[src/rtl/tinytpu_pkg.sv]
// tinytpu_pkg: shared link state encoding, default widths and counter sizing
package tinytpu_pkg;
  localparam int D_W_DEF  = 8;
  localparam int WORD_DEF = 4;
  localparam int R_W_DEF  = 2 * D_W_DEF;
  typedef enum logic [2:0] {IDLE, SHIFT, INIT, WAIT, RECV, DONE} link_state_t;
  function automatic int cnt_w(input int word, input int r_w);
    return $clog2(word * r_w + 1);
  endfunction
endpackage

[src/rtl/tinytpu_sipo.sv]
// tinytpu_sipo: serial-in/parallel-out register, new bits enter at the MSB
module tinytpu_sipo #(
  parameter int W = 64
) (
  input  logic         clk,
  input  logic         i_clr,
  input  logic         i_en,
  input  logic         i_d,
  output logic [W-1:0] o_q
);
  logic [W-1:0] r_q;
  // clear wins over shift so a new transfer never sees stale bits
  always_ff @(posedge clk) r_q <= i_clr ? '0 : i_en ? {i_d, r_q[W-1:1]} : r_q;
  assign o_q = r_q;
endmodule

[src/rtl/tinytpu_host_link.sv]
// tinytpu_host_link: parallel host <-> tinytpu serial link; TINYTPU_LINK_TIMEOUT_EN adds a tx_ready watchdog
module tinytpu_host_link
  import tinytpu_pkg::*;
#(
  parameter int D_W  = D_W_DEF,
  parameter int WORD = WORD_DEF,
  parameter int R_W  = 2 * D_W
`ifdef TINYTPU_LINK_TIMEOUT_EN
  , parameter int TIMEOUT = 1024
`endif
) (
  input  logic                clk,
  input  logic                rst,
  input  logic                in_valid,
  output logic                in_ready,
  input  logic [WORD*D_W-1:0] x_vec,
  input  logic [WORD*D_W-1:0] y_vec,
  output logic                res_valid,
  input  logic                res_ready,
  output logic [WORD*R_W-1:0] res_data,
  output logic                err,
  output logic                data_in_x,
  output logic                data_in_y,
  output logic                load_en,
  output logic                init,
  input  logic                data_out_z,
  input  logic                tx_ready
);
  localparam int XW = WORD * D_W;
  localparam int RW = WORD * R_W;
  localparam int CW = cnt_w(WORD, R_W);
  localparam logic [CW-1:0] SH_LAST = CW'(XW - 1);
  localparam logic [CW-1:0] RX_LAST = CW'(RW - 1);
  link_state_t   r_state, w_next;
  logic [XW-1:0] r_x, r_y;
  logic [CW-1:0] r_cnt;
  logic          w_accept, w_busy, w_cap, w_timeout;
  assign w_accept = (r_state == IDLE) & in_valid;
  assign w_busy   = (r_state == WAIT) | (r_state == RECV);
  assign w_cap    = w_busy & tx_ready;
`ifdef TINYTPU_LINK_TIMEOUT_EN
  localparam int WD_W = $clog2(TIMEOUT + 1);
  logic [WD_W-1:0] r_wd;
  logic            r_err;
  assign w_timeout = w_busy & ~tx_ready & (r_wd == WD_W'(TIMEOUT - 1));
  // count consecutive idle receive cycles; any captured bit restarts the count
  always_ff @(posedge clk) begin
    r_wd  <= (rst | ~w_busy | tx_ready) ? '0 : r_wd + WD_W'(1);
    r_err <= ~rst & w_timeout;
  end
  assign err = r_err;
`else
  assign w_timeout = 1'b0;
  assign err       = 1'b0;
`endif
  // state register
  always_ff @(posedge clk) r_state <= rst ? IDLE : w_next;
  // next-state logic
  always_comb begin
    w_next = r_state;
    case (r_state)
      IDLE:       w_next = in_valid ? SHIFT : IDLE;
      SHIFT:      w_next = (r_cnt == SH_LAST) ? INIT : SHIFT;
      INIT:       w_next = WAIT;
      WAIT, RECV: w_next = w_cap ? ((r_cnt == RX_LAST) ? DONE : RECV) : w_timeout ? IDLE : r_state;
      DONE:       w_next = res_ready ? IDLE : DONE;
      default:    w_next = IDLE;
    endcase
  end
  // operand shift registers and the shared bit counter
  always_ff @(posedge clk) begin
    if (rst) begin
      r_x   <= '0;
      r_y   <= '0;
      r_cnt <= '0;
    end else if (w_accept) begin
      r_x   <= x_vec;
      r_y   <= y_vec;
      r_cnt <= '0;
    end else if (r_state == SHIFT) begin
      r_x   <= r_x >> 1;
      r_y   <= r_y >> 1;
      r_cnt <= (r_cnt == SH_LAST) ? '0 : r_cnt + CW'(1);
    end else if (w_cap) begin
      r_cnt <= r_cnt + CW'(1);
    end
  end
  tinytpu_sipo #(.W(RW)) u_sipo (
    .clk  (clk),
    .i_clr(rst | w_accept),
    .i_en (w_cap),
    .i_d  (data_out_z),
    .o_q  (res_data)
  );
  assign in_ready  = r_state == IDLE;
  assign load_en   = r_state == SHIFT;
  assign init      = r_state == INIT;
  assign res_valid = r_state == DONE;
  assign data_in_x = r_x[0];
  assign data_in_y = r_y[0];
endmodule

[config.mk]
export PLATFORM = sky130hd
export DESIGN_NAME = tinytpu_host_link
export DESIGN_NICKNAME = d
export VERILOG_FILES = /design/src/rtl/tinytpu_pkg.sv /design/src/rtl/tinytpu_sipo.sv /design/src/rtl/tinytpu_host_link.sv
export SDC_FILE = /design/constraint.sdc
export NUM_CORES = 1
export LEC_CHECK = 0
export BUFFER_PORTS_ARGS = -buffer_cell sky130_fd_sc_hd__buf_4
export CAP_MARGIN = 20
export CORE_AREA = 2 2 107 109
export CTS_CLUSTER_DIAMETER = 50
export CTS_CLUSTER_SIZE = 28
export DETAILED_ROUTE_END_ITERATION = 8
export DIE_AREA = 0 0 109 111
export PLACE_DENSITY = 0.73
export SKIP_CTS_REPAIR_TIMING = 1
export SLEW_MARGIN = 10
export SYNTH_ARGS = -nofsm -noshare
export SYNTH_HDL_FRONTEND = slang
export SYNTH_HIERARCHICAL = 1
export SYNTH_SLANG_ARGS = --single-unit
[constraint.sdc]
create_clock -name clk -period 3.24 [get_ports clk]
set_input_delay 0 -clock clk [delete_from_list [all_inputs] [get_ports clk]]
set_output_delay 0 -clock clk [all_outputs]
set_load 0.005 [all_outputs]
==> flow_summary.ini <==
[status]
run_status = finished, final reports clean

[detailed_routing]
drt-total-wl_um = 13400
drt_iter0_markers = 331
dr.pass1.iters = 5
vias = 4833
vias_per_cell = 5.30
avgRoutedWirePerCell_um = 14.7
ant_nets = 0
drc = 0

[grt]
overflow = 0
grt_pass1_vias = 4150
antenna_found_initial = 0
grt_pass1_wl_um = 19400
grt_max_degree = 68
grt_use_total_pct = 19.9

[cts]
cts.path.max_buffers = 2
cts_tree = built
clkSlewWorstSetupHoldPaths_ps = 60
cts-root-buf = clkbuf_16
insertion_delay_ps = 410
cts_sinks = 138
htreeDepth = 4
numCtsBuffers = 17

[floorplanning]
die_h_um = 111
rows = 39
core_area_um2 = 11100
io_pins = 141
fp.dieW_um = 109
die_area_um2 = 12100
start_util_pct = 48.5

[cells_and_area]
area_delta_synth_final_pct = 43.9
layout.area.seq_um2 = 2760
final_nets = 827
n_fill_cell = 797
final_cell_area_um2 = 7730
diodes = 0
multi_input_area_um2 = 2340
drive_above_1_share_pct = 23.7

[hold_path]
hold_path.class = in2reg
holdPathStages = 4

[flow_run]
max-cap-violations = 0

[yosys]
ys.warnings.count = 6
synth_edf_count = 0
synthArstFlopShare_pct = 0
ys_seq_area_share_pct = 51.4
synth_area_leader_cell = dfxtp_1
ys_seq_elements = 138
yosysTopAreaCellShare_pct = 51.4
synth_most_common_cell = dfxtp_1
syn_avg_cell_area_um2 = 9.42
synth_cells = 570
synth_flop_cell = dfxtp_1
syn_nets = 641
synth_area_um2 = 5370
synth_area_leaders = dfxtp_1 (51%), mux2i_1 (13%), a22oi_1 (8.5%)
yosys.cell_types.count = 38
synth_commonest_cells = dfxtp_1 (138), nor2_1 (74), a21oi_1 (68), mux2i_1 (68), nand2_1 (67)

[sta]
finalSetupTns_ps = 0
finalSetupViolations = 0
max_freq_mhz = 476
worst_pin_slew_ps = 947
hold_viol = 0
fin_skew_ps = 9.61
finalMaxSlewViolations = 0
fin_crit_ps = 2100
rsz0062_at_grt = no
fin_crit_sh_pct = 64.9
maxSlewHeadroom_pct = 36.9

[placed_design]
place.gp.congestion = 0.751
dpl.hpwl_um = 7690
io_buffers = 139
place_area_um2 = 6410

[worst_setup_path]
crit_arrival_ps = 2350
r2r_slack_ps = 1140
cp-end-kind = register
worstRegToRegCells = 6
required_ps = 3490
worstSetupPathType = reg2reg
cp_max_fo = 64
start_kind = register

[power_and_ir_drop]
p_per_area_nw_per_um2 = 565
leakagePower_nw = 2.98
peakVddDrop_mv = 0.366
final timing paths:
| path | startpoint | to |
|---|---|---|
| min | in_valid | r_state[0] |
| max | r_state[2] | r_y[9] |
| min reg2reg | r_x[24] | r_x[24] |
| max reg2reg | r_state[2] | r_y[9] |
kinds of logic after synthesis:
family	synth area share (%)
muxes	12.7
other	0.0698
buffers and inverters	5.43
and+or+nand+nor	13.1
adders and majority gates	0.233
DFF	51.4
AOI/OAI and AO/OA	17.0
where the power goes:
part	switching, W	total [W]	internal, W
registers	0.0000462	0.00182	0.00177
logic	0.000242	0.000454	0.000212
clock network	0.000721	0.00210	0.00137
metal layers:
layer  track usage, %  part of all wire (%)  up-vias  wire length, um
li1                 -                     -     2369                -
met1             26.6                    43     2250             5820
met2             31.0                    48      182             6470
met3             5.53                   6.0       32              802
met4             6.15                   2.2        0              295
met5                0                     0        -                0
critical path, cell delays in order (launching register included):
cell and delay, ps:
dfxtp_1 390, nor4b_2 350, buf_4 610, nor2_4 20
buf_4 320, nand2_1 150, a21oi_1 90
sequential cells by signal, summed over array words and instances, names as in the netlist:
name        cells
u_sipo/o_q     64
r_state         3
r_y            32
r_x            32
r_cnt           7
final cells by class:
cell class | instances | area share, %
Sequential cell | 138 | 35.7
Multi-Input combinational cell | 382 | 30.3
Timing Repair Buffer | 214 | 23.1
Clock buffer | 19 | 5.60
Clock inverter | 13 | 2.77
Tap cell | 143 | 2.31
Inverter | 3 | 0.146
cells in the final DEF, fill, tap and decap left out, types with 3 or more instances in the layout:
| cell type | count |
|---|---|
| or3_1 | 4 |
| o21ai_0 | 3 |
| inv_6 | 3 |
| o31ai_1 | 3 |
| buf_4 | 146 |
| nand3_1 | 3 |
| nor2_1 | 73 |
| mux2i_1 | 68 |
| nand2b_1 | 3 |
| dlygate4sd3_1 | 67 |
| a211oi_1 | 3 |
| a22oi_1 | 61 |
| or4_1 | 3 |
| bufinv_16 | 5 |
| clkbuf_16 | 17 |
| dfxtp_1 | 138 |
| nand2_1 | 67 |
| inv_1 | 3 |
| nor3b_1 | 3 |
| a21oi_1 | 68 |
metrics by stage:
step | hold slack [ps] | cells | setup slack [ps] | total power, W | util (%)
after global placement | 229 | 813 | 1270 | 0.00222 | 57.9
after CTS | -187 | 845 | 1160 | 0.00433 | 63.7
after global routing | 10.6 | 912 | 966 | 0.00454 | 69.8
final | 2.12 | 912 | 1140 | 0.00437 | 69.8
after floorplan | 141 | 570 | 1360 | 0.00210 | -
after detailed placement | 240 | 813 | 1170 | 0.00224 | 57.9
Power figures use the tool's default switching activity.
